### src/rtl/vga_timing_pkg.sv
// Shared VGA timing constants: default frame geometry and the common count width
// used by the scan counter and the sync FSMs.
package vga_timing_pkg;

    localparam int CNT_W       = 10;
    localparam int H_TOTAL_DEF = 800;
    localparam int V_TOTAL_DEF = 525;

endpackage

### src/rtl/pixel_scan_counter_wrap.sv
// wrap_counter: modulo-MODULUS up-counter with enable, asynchronous reset and a
// combinational terminal-count flag (high while the count sits at MODULUS-1).
module wrap_counter
    import vga_timing_pkg::*;
#(
    parameter int MODULUS = H_TOTAL_DEF,
    parameter int W       = CNT_W
) (
    input  logic         clk_i,
    input  logic         rst_i,
    input  logic         en_i,
    output logic [W-1:0] count_o,
    output logic         tc_o
);

    localparam logic [W-1:0] LAST = W'(MODULUS - 1);

    logic [W-1:0] count_q;
    logic [W-1:0] count_d;

    always_comb begin
        count_d = count_q;
        if (en_i) begin
            count_d = (count_q == LAST) ? '0 : count_q + 1'b1;
        end
    end

    always_ff @(posedge clk_i or posedge rst_i) begin
        if (rst_i) begin
            count_q <= '0;
        end else begin
            count_q <= count_d;
        end
    end

    assign count_o = count_q;
    assign tc_o    = (count_q == LAST);

endmodule

### src/rtl/pixel_scan_counter.sv
// Horizontal/vertical raster scan counter with line and frame end pulses.
// Define PIX_DIV2_EN to run the pixel rate at half the CLK rate.
module pixel_scan_counter
    import vga_timing_pkg::*;
#(
    parameter int H_TOTAL = H_TOTAL_DEF,
    parameter int V_TOTAL = V_TOTAL_DEF
) (
    input  logic             CLK,
    input  logic             RST,
    input  logic             HOLD,
    output logic [CNT_W-1:0] HCOUNT,
    output logic [CNT_W-1:0] VCOUNT,
    output logic             PIX_EN,
    output logic             LINE_END,
    output logic             FRAME_END
);

    logic pix_en;
    logic advance;
    logic h_tc;
    logic v_tc;

`ifdef PIX_DIV2_EN
    // Phase keeps toggling through HOLD so the pixel cadence never slips.
    logic phase_q;
    logic phase_d;

    assign phase_d = ~phase_q;

    always_ff @(posedge CLK or posedge RST) begin
        if (RST) begin
            phase_q <= 1'b0;
        end else begin
            phase_q <= phase_d;
        end
    end

    assign pix_en = phase_q;
`else
    assign pix_en = 1'b1;
`endif

    assign advance = pix_en & ~HOLD;

    wrap_counter #(
        .MODULUS (H_TOTAL),
        .W       (CNT_W)
    ) u_hcount (
        .clk_i   (CLK),
        .rst_i   (RST),
        .en_i    (advance),
        .count_o (HCOUNT),
        .tc_o    (h_tc)
    );

    wrap_counter #(
        .MODULUS (V_TOTAL),
        .W       (CNT_W)
    ) u_vcount (
        .clk_i   (CLK),
        .rst_i   (RST),
        .en_i    (advance & h_tc),
        .count_o (VCOUNT),
        .tc_o    (v_tc)
    );

    // Counts are zero during reset, so h_tc (and both pulses) stay low there.
    assign PIX_EN    = pix_en;
    assign LINE_END  = h_tc & advance;
    assign FRAME_END = h_tc & advance & v_tc;

endmodule

### config.mk
export PLATFORM = sky130hd
export DESIGN_NAME = pixel_scan_counter
export DESIGN_NICKNAME = d
export VERILOG_FILES = /design/src/rtl/vga_timing_pkg.sv /design/src/rtl/pixel_scan_counter_wrap.sv /design/src/rtl/pixel_scan_counter.sv
export SDC_FILE = /design/constraint.sdc
export NUM_CORES = 1
export LEC_CHECK = 0
export CORE_ASPECT_RATIO = 0.7
export CORE_UTILIZATION = 32
export CTS_BUF_LIST = sky130_fd_sc_hd__clkbuf_4
export CTS_CLUSTER_DIAMETER = 150
export CTS_CLUSTER_SIZE = 12
export DETAILED_ROUTE_END_ITERATION = 8
export PLACE_DENSITY = 0.58
export SYNTH_ARGS = -nofsm -noshare
export SYNTH_HDL_FRONTEND = slang
export SYNTH_HIERARCHICAL = 1
export SYNTH_SLANG_ARGS = --single-unit
### constraint.sdc
create_clock -name CLK -period 2.15 [get_ports CLK]
set_input_delay 0.215 -clock CLK [delete_from_list [all_inputs] [get_ports CLK]]
set_output_delay 0.215 -clock CLK [all_outputs]
set_load 0.03 [all_outputs]
==> reports/results.ini, run 1 <==
[outcome]
status = finished clean

[sta]
fin_hold_ws_ns = 0.227
fin_crit_sh_pct = 93.8
setup_viol = 0
drv_slew = 0
finalClockSkew_ns = 0.00361
period_minus_slack_ns = 2.02
setup-tns-final_ns = 0
hold_viol = 0
rsz0062_at_grt = false
fmax_mhz = 496

[place]
place.gp.congestion = 0.770
io_buffers = 24
dp.cells = 176
dp_hpwl_um = 1930

[cells_and_area]
final_common_cell = clkdlybuf4s50_1
fin_cells = 183
nFillCells = 314
mostFrequentLayoutCells = clkdlybuf4s50_1 (22), nand2_1 (15), dfrtp_1 (15)
utilization_pct = 46.8
drive_gt1_share_pct = 19.3
final_nets = 152
antenna_cells = 0
area_growth_pct = 38.4

[run]
maxCapViolCount = 0

[pwr]
leakagePower_uw = 0.000631
power.switching_uw = 390
pwr-share-comb_pct = 33.1
p_seq_share_pct = 48.4
p_int_uw = 649
clkPwrFrac_pct = 18.6
ir_worst_vdd_uv = 411
swShare_pct = 37.6
cellPowerDensity_nw_per_um2 = 695

[critical_path]
startpoint_type = flop
startpoint = u_hcount/count_o[0]
end_kind = flop
worstSetupPathType = reg -> reg
r2r_setup_slack_ns = 0.13
worst_ep_arrival_time_ns = 2.21
required_ns = 2.34
worstReg2RegStart = u_hcount/count_o[0]
critPathMaxFanout = 6

[cts]
cts_sinks = 20
cts_tree = done
cts_max_path_buffers = 2
cts_root_buffer = clkbuf_4
htree_levels = 1
clk_pin_slew_ns = 0.11
clock_latency_ns = 0.29
numCtsBuffers = 3
hold_buffers = 0

[drt]
via_count = 915
wirelength_um = 2540
wire_per_inst_um = 13.9
drt_first_pass_iters = 5
drc = 0
ant_nets = 0
via_per_inst = 5.00
drt-initial-drc-count = 18

[synth]
synth_cell_types = 34
synth_ff_type = dfrtp_1
netlist_area_um2 = 1080
ys_async_sr_fraction_pct = 100
syn_nets = 118
yosysWarnings = 6
ys_seq_elements = 20
postSynthAreaPerCell_um2 = 9.64
synth-seq-area-share_pct = 46.3
synth_edf_count = 0
synth_cells = 112

[grt]
grt_use_met2_pct = 21.4
antenna_found_initial = 0
grt_util_met3_pct = 3.61
grt_max_degree = 12
grt_pass1_wl_um = 4110
grtUsageMet1_pct = 23.0
grt_pass1_vias = 831
grt_busiest_layer = met1
overflow = 0
grt_usage_pct = 15.1

[die]
num_io_pins = 26
rows = 17
die-area_um2 = 3610
die_y_um = 50.6
core_um2 = 3190
die_w_um = 71.4
initial_core_util_pct = 33.8

[min_path]
min-delay-path-class = in -> async

layer usage:
metal	wire length [um]	vias up
li1	-	465
met1	1370	436
met2	1090	12
met3	64	2
met4	15	0
met5	0	-
power groups by stage:
stage	Clock (uW)	Combinational, uW	Sequential [uW]
3_5_place_dp	0	344	508
4_1_cts	207	344	502
3_3_place_gp	0	338	510
2_1_floorplan	0	119	586
5_1_grt	226	365	512
6_report	193	344	502
worst max-delay path, stage by stage, from the launching register on:
cell and delay [ns]:
dfrtp_2 0.43, ha_1 0.21, nand2_1 0.18, nor4_4 0.21
nor2b_4 0.23, nand4_1 0.17, o31a_1 0.34, a2bb2oi_1 0.14
area by class of cell:
cell class | instances | area [um^2] | area share [%]
timing repair buffer | 32 | 295 | 19.8
inverter | 9 | 33.8 | 2.26
multi-input combinational | 80 | 581 | 38.9
clock buffer | 4 | 30.0 | 2.01
tap | 38 | 47.5 | 3.18
sequential | 20 | 507 | 33.9
registers in the layout, summed over array words and instances, names as in the netlist:
name              count
u_hcount/count_o     10
u_vcount/count_o     10
final timing paths:
| path | end | depth (start not counted) |
|---|---|---|
| setup / recovery | u_vcount/count_o[9] | 7 |
| hold / removal | u_hcount/count_o[2] | 2 |
| setup reg to reg | u_vcount/count_o[9] | 7 |
| hold reg to reg | u_hcount/count_o[7] | 1 |
| max in group asynchronous | u_vcount/count_o[5] | 2 |
| min in group CLK | u_hcount/count_o[7] | 1 |
cell usage after synthesis (3+ instances only):
library cell  count  area (um^2)
nand2_1          15         56.3
xor2_1            7         61.3
nor3_1            5         25.0
inv_1             9         33.8
nor2_1            4         15.0
nand2b_1          3         18.8
nand3_1           4         20.0
dfrtp_1          20          500
o21ai_0           6         30.0
nor4_1            3         18.8
nand4_1           6         37.5
ha_1              3         37.5
stage by stage:
stage	worst slack (ns)	instance area [um^2]	power [uW]
3_5_place_dp	0.209	1430	852
4_1_cts	0.00429	1470	1050
6_report	0.132	1490	1040
5_1_grt	0.00230	1490	1100
3_3_place_gp	0.278	1430	848
2_1_floorplan	0.0163	1120	705
cell families (layout without fill, tap and decap cells):
kind of cell / after synthesis / in the layout / synth area share, %
AOI/OAI and AO/OA: 16 / 16 / 9.50
xor gates and xnor gates: 9 / 9 / 7.30
adders and majority gates: 3 / 3 / 3.48
buffers and inverters: 12 / 45 / 4.52
DFF: 20 / 20 / 46.3
muxes: 1 / 1 / 1.04
other: 1 / 1 / 0.347
and+or+nand+nor: 50 / 50 / 27.5
what timing repair did:
item,in CTS,in global routing
buffers inserted,1,2
pin swaps,0,3
setup endpoints to repair,1,3
gates resized for setup,1,3
Note: power is estimated with default switching activity, not from simulation.
==> inputs of run 2 (changes only) <==
--- a/config.mk
+++ b/config.mk
@@ -11,7 +11,10 @@
 export CTS_CLUSTER_DIAMETER = 150
 export CTS_CLUSTER_SIZE = 12
 export DETAILED_ROUTE_END_ITERATION = 8
+export HOLD_SLACK_MARGIN = 0.1
 export PLACE_DENSITY = 0.58
+export SKIP_CTS_REPAIR_TIMING = 1
+export SLEW_MARGIN = 20
 export SYNTH_ARGS = -nofsm -noshare
 export SYNTH_HDL_FRONTEND = slang
 export SYNTH_HIERARCHICAL = 1
==> run 2 against run 1 <==
Net effect:
- combinational power about the same
- utilization increased by 0.24 points
- fmax decreased by 0.74%
- first-iteration DRC count increased by 11%
- count of clock-buffer cells in the layout unchanged
- largest cell class unchanged
- setup slack got worse by 0.015 ns
- worst hold slack got worse by 0.0035 ns
- via count decreased by 0.22%
- register-to-register slack about the same
- power about the same
- critical path type is now reg -> out
- die area unchanged
==> reports/results.ini, run 2 (synthesis gave the netlist of run 1 again) <==
[cells_and_area]
multi_input_area_um2 = 581  ; unchanged
final_common_cell = clkdlybuf4s50_1  ; unchanged
utilization_pct = 47.1  ; was 46.8%
final_nets = 153  ; was 152
drive_gt1_share_pct = 19.9  ; was 19.3%
area_growth_pct = 39.0  ; was 38.4%
mostFrequentLayoutCells = clkdlybuf4s50_1 (22), nand2_1 (15), dfrtp_1 (15)  ; unchanged
seqCellArea_um2 = 507  ; unchanged
antenna_cells = 0  ; unchanged
nFillCells = 316  ; was 314

[die]
rows = 17  ; unchanged
die-area_um2 = 3610  ; unchanged
initial_core_util_pct = 33.8  ; unchanged
die_w_um = 71.4  ; unchanged
core_um2 = 3190  ; unchanged
die_y_um = 50.6  ; unchanged
num_io_pins = 26  ; unchanged

[pwr]
power.switching_uw = 390  ; about the same
cellPowerDensity_nw_per_um2 = 692  ; was 695 nW/um^2
pwr-share-comb_pct = 33.1  ; about the same
swShare_pct = 37.6  ; about the same
p_int_uw = 649  ; about the same
clkPwrFrac_pct = 18.6  ; about the same
p_seq_share_pct = 48.4  ; about the same
ir_worst_vdd_uv = 411  ; about the same
leakagePower_uw = 0.000636  ; was 0.000631 uW

[critical_path]
rr_worst_depth = 7  ; unchanged
worstSetupPathType = reg -> out  ; was reg -> reg
worst_ep_arrival_time_ns = 1.82  ; was 2.21 ns
startpoint_type = flop  ; unchanged
critPathMaxFanout = 5  ; was 6
end_kind = output pin  ; was flop
r2r_setup_slack_ns = 0.13  ; about the same
required_ns = 1.93  ; was 2.34 ns
timing.rr.end = u_vcount/count_o[9]  ; unchanged
worstReg2RegStart = u_hcount/count_o[0]  ; unchanged

[grt]
grtUsageMet1_pct = 22.9  ; was 23.0%
overflow = 0  ; unchanged
grt_util_met3_pct = 3.61  ; unchanged
antenna_found_initial = 0  ; unchanged
grt_busiest_layer = met1  ; unchanged
grt_max_degree = 12  ; unchanged
grt_usage_pct = 14.9  ; was 15.1%
grt_use_met2_pct = 20.6  ; was 21.4%
grt_pass1_wl_um = 4060  ; was 4110 um
grt_pass1_vias = 814  ; was 831

[cts]
numCtsBuffers = 3  ; unchanged
cts_sinks = 20  ; unchanged
clk_pin_slew_ns = 0.11  ; about the same
htree_levels = 1  ; unchanged
cts_root_buffer = clkbuf_4  ; unchanged
cts_tree = done  ; unchanged
cts_max_path_buffers = 2  ; unchanged
clock_latency_ns = 0.29  ; about the same

[sta]
hold_viol = 0  ; unchanged
drv_slew = 0  ; unchanged
layout_setup_ws_ns = 0.117  ; was 0.132 ns
fmax_mhz = 492  ; was 496 MHz
fin_crit_sh_pct = 94.5  ; was 93.8%
period_minus_slack_ns = 2.03  ; was 2.02 ns
finalClockSkew_ns = 0.00331  ; was 0.00361 ns
rsz0062_at_grt = false  ; unchanged
setup_viol = 0  ; unchanged

[place]
dp_hpwl_um = 1930  ; unchanged
preCtsSetupSlack_ns = 0.209  ; unchanged
place.gp.congestion = 0.770  ; unchanged
io_buffers = 24  ; unchanged

[drt]
via_per_inst = 4.96  ; was 5.00
ant_nets = 0  ; unchanged
wirelength_um = 2540  ; about the same
drc = 0  ; unchanged
drt_first_pass_iters = 4  ; was 5
wire_per_inst_um = 13.8  ; was 13.9 um
drt-initial-drc-count = 20  ; was 18
via_count = 913  ; was 915

[outcome]
status = finished clean  ; unchanged

[run]
maxCapViolCount = 0  ; unchanged

[min_path]
min-delay-path-class = in -> async  ; unchanged

==> run 2: how the worst max path moves through the flow <==
| stage | startpoint | to | slack [ns] | cells after the start |
|---|---|---|---|---|
| after floorplan | u_hcount/count_o[6] | u_vcount/count_o[9] | 0.02 | 6 |
| after global placement | u_hcount/count_o[0] | u_vcount/count_o[8] | 0.28 | 7 |
| after detailed placement | u_hcount/count_o[0] | u_vcount/count_o[9] | 0.21 | 7 |
| after CTS | u_vcount/count_o[5] | FRAME_END | -0.02 | 4 |
| after global routing | u_hcount/count_o[0] | u_vcount/count_o[9] | 0.003 | 7 |
| final | u_vcount/count_o[5] | FRAME_END | 0.12 | 4 |
==> run 2: critical path: stages, from the launching register on <==
cell and delay [ns]:
dfrtp_2 0.44, or4_4 0.56, nor4_4 0.17, and3b_1 0.20, buf_4 0.16
==> run 2: metal layers <==
layer / part of all wire (%) / wire length [um]
met1: 55 / 1400
met2: 44 / 1110
met3: 1.3 / 32
met4: 0 / 0
met5: 0 / 0
==> run 2: layout make-up <==
class                      instances  share of cell area, %
clock buffer                       4                   2.00
timing repair buffer              33                   20.2
multi-input combinational         80                   38.7
inverter                           9                   2.25
tap                               38                   3.17
sequential                        20                   33.8
==> run 2: power groups by stage <==
stage | clock, uW | sequential, uW | combinational, uW
4_1_cts | 207 | 502 | 344
5_1_grt | 226 | 512 | 365
2_1_floorplan | 0 | 586 | 119
6_report | 193 | 502 | 343
3_5_place_dp | 0 | 508 | 344
3_3_place_gp | 0 | 510 | 338
==> run 2: metrics by stage <==
step	std cells	area, um^2	TNS, ns	hold WS (ns)	total power, uW
6_report	184	1500	0	0.223	1040
3_5_place_dp	176	1430	0	0.506	852
5_1_grt	184	1500	0	0.248	1100
2_1_floorplan	112	1120	0	0.0550	705
4_1_cts	180	1460	-0.0151	0.231	1050
3_3_place_gp	176	1430	0	0.496	848
